[src/rtl/dma_pkg.sv]
// Shared definitions for the DMA transfer sequencer.
// Holds the FSM state encoding, configuration register selects and
// ctrl register bit positions used by the sequencer and its arbiter.
package dma_pkg;

  localparam int unsigned CFG_AW = 2;
  localparam int unsigned CTRL_W = 3;

  typedef enum logic [2:0] {
    ST_IDLE  = 3'd0,
    ST_HOLD  = 3'd1,
    ST_READ  = 3'd2,
    ST_WRITE = 3'd3,
    ST_DONE  = 3'd4
  } state_t;

  // Configuration register selects
  localparam logic [CFG_AW-1:0] CFG_SRC  = 2'd0;
  localparam logic [CFG_AW-1:0] CFG_DEST = 2'd1;
  localparam logic [CFG_AW-1:0] CFG_CNT  = 2'd2;
  localparam logic [CFG_AW-1:0] CFG_CTRL = 2'd3;

  // ctrl register bit positions
  localparam int unsigned CTRL_M2M   = 0;
  localparam int unsigned CTRL_DIR   = 1;
  localparam int unsigned CTRL_START = 2;

endpackage

[src/rtl/dma_arbiter.sv]
// Two-input DMA request arbiter.
// Ports:
//   clk, rst_n  clock and async active-low reset
//   req         request vector (bit0 = IO1, bit1 = IO2)
//   update      a grant is being taken this cycle; remember its winner
//   grant_c     combinational one-hot grant for the current requests
module dma_arbiter #(
  parameter bit ROUND_ROBIN = 1'b1
) (
  input  logic       clk,
  input  logic       rst_n,
  input  logic [1:0] req,
  input  logic       update,
  output logic [1:0] grant_c
);

  // Index of the channel granted most recently; resets to channel 1 so
  // channel 0 wins the first contention.
  logic last_grant;

  // Grant selection: single requester wins, contention resolved by mode
  always_comb begin
    grant_c = 2'b00;
    case (req)
      2'b01:   grant_c = 2'b01;
      2'b10:   grant_c = 2'b10;
      2'b11: begin
        if (ROUND_ROBIN && !last_grant) grant_c = 2'b10;
        else                            grant_c = 2'b01;
      end
      default: grant_c = 2'b00;
    endcase
  end

  // Remember the winner of each taken grant
  always_ff @(posedge clk or negedge rst_n) begin
    if (!rst_n) begin
      last_grant <= 1'b1;
    end else if (update && (grant_c != 2'b00)) begin
      last_grant <= grant_c[1];
    end
  end

endmodule

[src/rtl/dma_transfer_sequencer.sv]
// Single-engine DMA transfer sequencer.
// Arbitrates two IO DMA requests, obtains the bus through an HREQ/HACK
// hold handshake and runs read/write word cycles between memory and IO,
// or memory-to-memory block copies.
// Ports:
//   clk, rst_n                   clock, async active-low reset
//   cfg_we/cfg_addr/cfg_wdata    processor config writes (ignored while busy)
//   dreq/dack                    IO DMA request / one-hot acknowledge
//   hreq/hack                    bus hold request / acknowledge
//   ab, db_in, db_out, db_oe     address bus, read data, write data + valid
//   mem_en, mem_rd               memory strobe and direction
//   io_en, io_rd                 IO1/IO2 strobes and direction
//   word_count, busy, tc         status: remaining words, active, terminal count
module dma_transfer_sequencer
  import dma_pkg::*;
#(
  parameter int unsigned AW          = 8,
  parameter int unsigned DW          = 8,
  parameter bit          ROUND_ROBIN = 1'b1
) (
  input  logic              clk,
  input  logic              rst_n,
  input  logic              cfg_we,
  input  logic [1:0]        cfg_addr,
  input  logic [DW-1:0]     cfg_wdata,
  input  logic [1:0]        dreq,
  output logic [1:0]        dack,
  output logic              hreq,
  input  logic              hack,
  output logic [AW-1:0]     ab,
  input  logic [DW-1:0]     db_in,
  output logic [DW-1:0]     db_out,
  output logic              db_oe,
  output logic              mem_en,
  output logic              mem_rd,
  output logic [1:0]        io_en,
  output logic              io_rd,
  output logic [AW-1:0]     word_count,
  output logic              busy,
  output logic              tc
);

  state_t              state, state_nxt;
  logic [AW-1:0]       src, src_nxt;
  logic [AW-1:0]       dest, dest_nxt;
  logic [AW-1:0]       count, count_nxt;
  logic [CTRL_W-1:0]   ctrl, ctrl_nxt;
  logic [DW-1:0]       data_reg, data_nxt;
  logic [1:0]          gnt, gnt_nxt;
  logic [1:0]          arb_grant_c;
  logic                arb_update;

  logic [1:0]          dack_nxt;
  logic                hreq_nxt;
  logic [AW-1:0]       ab_nxt;
  logic [DW-1:0]       db_out_nxt;
  logic                db_oe_nxt;
  logic                mem_en_nxt;
  logic                mem_rd_nxt;
  logic [1:0]          io_en_nxt;
  logic                io_rd_nxt;
  logic                busy_nxt;
  logic                tc_nxt;

  logic                m2m;
  logic                mem_src;
  logic                mem_dst;

  assign m2m     = ctrl[CTRL_M2M];
  // Memory is the read side for mem->IO and mem2mem, the write side for
  // IO->mem and mem2mem.
  assign mem_src = ctrl[CTRL_M2M] | ctrl[CTRL_DIR];
  assign mem_dst = ctrl[CTRL_M2M] | ~ctrl[CTRL_DIR];

  assign word_count = count;

  dma_arbiter #(
    .ROUND_ROBIN (ROUND_ROBIN)
  ) u_arbiter (
    .clk     (clk),
    .rst_n   (rst_n),
    .req     (dreq),
    .update  (arb_update),
    .grant_c (arb_grant_c)
  );

  // State and datapath registers
  always_ff @(posedge clk or negedge rst_n) begin
    if (!rst_n) begin
      state    <= ST_IDLE;
      src      <= '0;
      dest     <= '0;
      count    <= '0;
      ctrl     <= '0;
      data_reg <= '0;
      gnt      <= '0;
    end else begin
      state    <= state_nxt;
      src      <= src_nxt;
      dest     <= dest_nxt;
      count    <= count_nxt;
      ctrl     <= ctrl_nxt;
      data_reg <= data_nxt;
      gnt      <= gnt_nxt;
    end
  end

  // Next-state and datapath update
  always_comb begin
    state_nxt  = state;
    src_nxt    = src;
    dest_nxt   = dest;
    count_nxt  = count;
    ctrl_nxt   = ctrl;
    data_nxt   = data_reg;
    gnt_nxt    = gnt;
    arb_update = 1'b0;

    if ((state == ST_IDLE) && cfg_we) begin
      case (cfg_addr)
        CFG_SRC:  src_nxt   = AW'(cfg_wdata);
        CFG_DEST: dest_nxt  = AW'(cfg_wdata);
        CFG_CNT:  count_nxt = AW'(cfg_wdata);
        default:  ctrl_nxt  = cfg_wdata[CTRL_W-1:0];
      endcase
    end

    case (state)
      ST_IDLE: begin
        if (count != '0) begin
          if (m2m) begin
            if (ctrl[CTRL_START]) begin
              state_nxt = ST_HOLD;
              gnt_nxt   = 2'b00;
            end
          end else if (dreq != 2'b00) begin
            state_nxt  = ST_HOLD;
            gnt_nxt    = arb_grant_c;
            arb_update = 1'b1;
          end
        end
      end
      ST_HOLD: begin
        // A withdrawn IO request abandons the hold before any bus cycle
        if (!m2m && ((dreq & gnt) == 2'b00)) state_nxt = ST_IDLE;
        else if (hack)                       state_nxt = ST_READ;
      end
      ST_READ: begin
        data_nxt  = db_in;
        state_nxt = ST_WRITE;
      end
      ST_WRITE: begin
        count_nxt = count - AW'(1);
        if (mem_src) src_nxt  = src + AW'(1);
        if (mem_dst) dest_nxt = dest + AW'(1);
        if (count_nxt == '0) state_nxt = ST_DONE;
        else if (m2m)        state_nxt = ST_READ;
        else                 state_nxt = ST_IDLE;
      end
      ST_DONE: begin
        ctrl_nxt[CTRL_START] = 1'b0;
        state_nxt            = ST_IDLE;
      end
      default: state_nxt = ST_IDLE;
    endcase
  end

  // Bus strobes for the state being entered, so they are registered and
  // line up with that state's cycle.
  always_comb begin
    dack_nxt   = 2'b00;
    ab_nxt     = '0;
    db_out_nxt = '0;
    db_oe_nxt  = 1'b0;
    mem_en_nxt = 1'b0;
    mem_rd_nxt = 1'b0;
    io_en_nxt  = 2'b00;
    io_rd_nxt  = 1'b0;
    hreq_nxt   = (state_nxt == ST_HOLD) || (state_nxt == ST_READ) ||
                 (state_nxt == ST_WRITE);
    busy_nxt   = (state_nxt != ST_IDLE);
    tc_nxt     = (state_nxt == ST_DONE);

    case (state_nxt)
      ST_READ: begin
        dack_nxt = m2m ? 2'b00 : gnt_nxt;
        if (mem_src) begin
          mem_en_nxt = 1'b1;
          mem_rd_nxt = 1'b1;
          ab_nxt     = src_nxt;
        end else begin
          io_en_nxt  = gnt_nxt;
          io_rd_nxt  = 1'b1;
        end
      end
      ST_WRITE: begin
        dack_nxt   = m2m ? 2'b00 : gnt_nxt;
        db_out_nxt = data_nxt;
        db_oe_nxt  = 1'b1;
        if (mem_dst) begin
          mem_en_nxt = 1'b1;
          mem_rd_nxt = 1'b0;
          ab_nxt     = dest_nxt;
        end else begin
          io_en_nxt  = gnt_nxt;
          io_rd_nxt  = 1'b0;
        end
      end
      default: ;
    endcase
  end

  // Output registers
  always_ff @(posedge clk or negedge rst_n) begin
    if (!rst_n) begin
      dack   <= 2'b00;
      hreq   <= 1'b0;
      ab     <= '0;
      db_out <= '0;
      db_oe  <= 1'b0;
      mem_en <= 1'b0;
      mem_rd <= 1'b0;
      io_en  <= 2'b00;
      io_rd  <= 1'b0;
      busy   <= 1'b0;
      tc     <= 1'b0;
    end else begin
      dack   <= dack_nxt;
      hreq   <= hreq_nxt;
      ab     <= ab_nxt;
      db_out <= db_out_nxt;
      db_oe  <= db_oe_nxt;
      mem_en <= mem_en_nxt;
      mem_rd <= mem_rd_nxt;
      io_en  <= io_en_nxt;
      io_rd  <= io_rd_nxt;
      busy   <= busy_nxt;
      tc     <= tc_nxt;
    end
  end

endmodule

[config.mk]
export PLATFORM = sky130hd
export DESIGN_NAME = dma_transfer_sequencer
export DESIGN_NICKNAME = d
export VERILOG_FILES = /design/src/rtl/dma_pkg.sv /design/src/rtl/dma_arbiter.sv /design/src/rtl/dma_transfer_sequencer.sv
export SDC_FILE = /design/constraint.sdc
export NUM_CORES = 1
export LEC_CHECK = 0
export CORE_MARGIN = 4
export CORE_UTILIZATION = 53
export CTS_CLUSTER_SIZE = 10
export DETAILED_ROUTE_END_ITERATION = 10
export GPL_ROUTABILITY_DRIVEN = 0
export GPL_TIMING_DRIVEN = 0
export PLACE_DENSITY = 0.88
export SETUP_SLACK_MARGIN = 0.1
export SYNTH_ARGS = -nofsm -noshare
export SYNTH_HDL_FRONTEND = slang
export SYNTH_HIERARCHICAL = 1
export SYNTH_SLANG_ARGS = --single-unit
[constraint.sdc]
create_clock -name clk -period 3.75 [get_ports clk]
set_input_delay 0.5625 -clock clk [delete_from_list [all_inputs] [get_ports clk]]
set_output_delay 0.5625 -clock clk [all_outputs]
set_load 0.02 [all_outputs]
==> reports/results.ini <==
[sta]
fin_crit_sh_pct = 71.5
postLayoutSetupSlackWorst_ps = 1070
finClkSkew_ps = 3.15
setup_violations = 0
max_freq_mhz = 373
tightest_slew_ps = 806
maxSlewViolCount = 0
period_needed_ps = 2680
finalSetupTns_ps = 0
grt_setup_unrepaired = false
hold_viol_final = 0
slew_headroom_pct = 45.9

[power]
swShare_pct = 40.7
power.internal_mw = 1.88
seqPwrFrac_pct = 34.7
pwr-share-clk_pct = 19.0
switching_power_mw = 1.29
total_power_mw = 3.18
p_per_area_nw_per_um2 = 823
combPwrFrac_pct = 46.3
p_leak_nw = 1.64
vdd_ir_drop_max_uv = 424

[floorplan]
coreArea_um2 = 5470
ios = 59
dieWidth_um = 82.9
die_h_um = 82.9
row_count = 27
dieArea_um2 = 6870
start_util_pct = 54.3

[yosys]
syn_inst = 294
synthFlopType = dfrtp_1
synth_top_cell_area_share_pct = 49.7
ys_seq_area_share_pct = 50.6
synth.distinct_cells = 63
synth_area_leaders = dfrtp_1, nand2_1, nor2_1
synth_area_leader_cell = dfrtp_1
synthesis.area_um2 = 2970
async_flop_share_pct = 100
syn_avg_cell_area_um2 = 10.1
syn_nets = 322
yosysWarnings = 6
synth-edff-count = 0
ys_ff_latch = 60

[placed_design]
place_hpwl_um = 5430
dp_cells = 425
io_buffer_count = 58
preCtsSetupSlack_ps = 1030

[global_route]
grt_usage_pct = 23.2
grt_pass1_wl_um = 12600
grt_overflow = 0
grt_max_degree = 41
grt_pass1_vias = 2488
antenna_found_initial = 0

[critical_path]
path_depth = 9
cp-end-kind = flip-flop
worst_setup_path_start_kind = flip-flop
reg2regPathDepth = 9
critPathTopFamily = simple AND/OR/NAND/NOR gates
critPathSlowestCell = or4b_1
crit_type = flip-flop to flip-flop
max_stage_delay_ps = 450
cp.arrival_ps = 2910
cp_cell_sequence = inv_1, ha_1, or4b_1, buf_2, xnor2_2, or2_2, a41oi_2, inv_2, a22o_1
crit_required_ps = 3980
crit_buf_inv = 3
critPathMaxFanout = 7

[cells_and_area]
drive_above_1_share_pct = 10.1
antenna_cells = 0
area_growth_pct = 29.9
final_core_util_pct = 70.5
fin_nets = 392
fill_cells = 416
instances_no_fill = 440

[cts]
clkTransAtPathRegs_ps = 60
clock_sinks = 60
htree_levels = 3
clk_latency_ps = 340
cts_tree = yes
cts_root_buf = clkbuf_8
post_cts_buffers = 0
clockBufferDepth = 2
numCtsBuffers = 9
cts_hold_buffers = 0
postCtsResizedCells = 0

[status]
status = completed

[route]
wl_um = 7780
drc_errors = 0
drt_iter0_drc = 293
ant_nets = 0
vias = 2681
drtPass1Iterations = 5
wire_per_inst_um = 17.7
viasPerCell = 6.09

[min_path]
min_path_type = primary input to asynchronous set/reset pin

[run]
cap_violations = 0

==> Yosys cell counts (3+ instances only) <==
cell type / count
a22o_1: 7
or3_1: 5
nand4_1: 4
nand2_1: 29
o22ai_1: 5
mux2i_1: 5
a21oi_1: 15
inv_1: 13
buf_2: 3
o21ai_0: 13
dfrtp_1: 59
nand3_1: 11
nor2b_1: 3
ha_1: 4
clkbuf_1: 6
and2_1: 10
o31ai_1: 3
or2_2: 4
nor2_1: 23
o211ai_1: 3
a221o_1: 5
nor3_1: 7
o221ai_1: 3
==> worst reg2reg max path, stage by stage, from the launching register on <==
cell,delay (ps)
dfrtp_1,420
inv_1,110
ha_1,280
or4b_1,450
buf_2,180
xnor2_2,150
or2_2,320
a41oi_2,290
inv_2,140
a22o_1,230
==> path summary, 6_finish.rpt <==
check | slack [ps] | start | end
setup reg to reg | 1070 | word_count[0] | ab[7]
setup / recovery | 1070 | word_count[0] | ab[7]
hold / removal | 160 | rst_n | ab[7]
hold reg to reg | 540 | u_arbiter/last_grant | u_arbiter/last_grant
min in group clk | 540 | u_arbiter/last_grant | u_arbiter/last_grant
max in group asynchronous | 3030 | rst_n | db_out[7]
==> area by class of cell <==
cell class              count  area, µm²  area share [%]
plain buffers              11       60.1            1.56
clock inverters             1       30.0           0.778
clock buffers              14        173            4.47
inverters                  15       56.3            1.46
multi-input cells         208       1350            35.0
repair buffers             59        596            15.4
flip-flops and latches     60       1500            38.9
well taps                  72       90.1            2.33
==> state kept, by name (all words and copies together) (netlist names), 2 cells and up <==
register    count
ab              8
ctrl            3
dack            2
db_out          8
dest            8
gnt             2
io_en           2
src             8
state           3
word_count      8
==> cells in the final DEF, fill, tap and decap left out, types with 7 or more instances in the layout <==
cell type / instances
o21ai_0: 13
nand2_1: 29
inv_1: 13
clkbuf_8: 12
nand3_1: 11
a22o_1: 7
clkbuf_1: 8
clkdlybuf4s50_1: 57
a21oi_1: 15
nor2_1: 23
and2_1: 10
dfrtp_1: 59
nor3_1: 7
==> cells by family (layout without fill, tap and decap cells) <==
group | count (synthesis) | after routing | share of synthesized area, %
simple gates | 113 | 113 | 19.9
compound gates | 83 | 83 | 21.0
flops | 60 | 60 | 50.6
buf+inv | 26 | 100 | 3.92
mux | 6 | 6 | 2.06
fa+ha+maj | 4 | 4 | 1.68
xor+xnor | 2 | 2 | 0.842
==> routing by layer <==
metal,GRT usage (%),routed length (µm),vias up,part of all wire (%)
met1,31.0,3210,1273,41
met3,4.56,627,26,8.1
li1,-,-,1223,-
met5,0,0,-,0
met2,35.3,3670,159,47
met4,13.1,271,0,3.5
==> power by group through the flow <==
stage | registers (mW) | logic [mW] | clock network [mW]
floorplan | 1.21 | 0.797 | 0
global placement | 1.09 | 1.38 | 0
detailed placement | 1.10 | 1.43 | 0
CTS | 1.09 | 1.45 | 0.609
global route | 1.14 | 1.58 | 0.643
finish | 1.10 | 1.47 | 0.604
==> metrics by stage <==
stage	hold slack, ps	area [µm²]
floorplan	267	2970
global placement	482	3640
detailed placement	488	3660
CTS	168	3860
global route	203	3860
finish	163	3860
No activity file was read; power rests on OpenSTA's default activity.
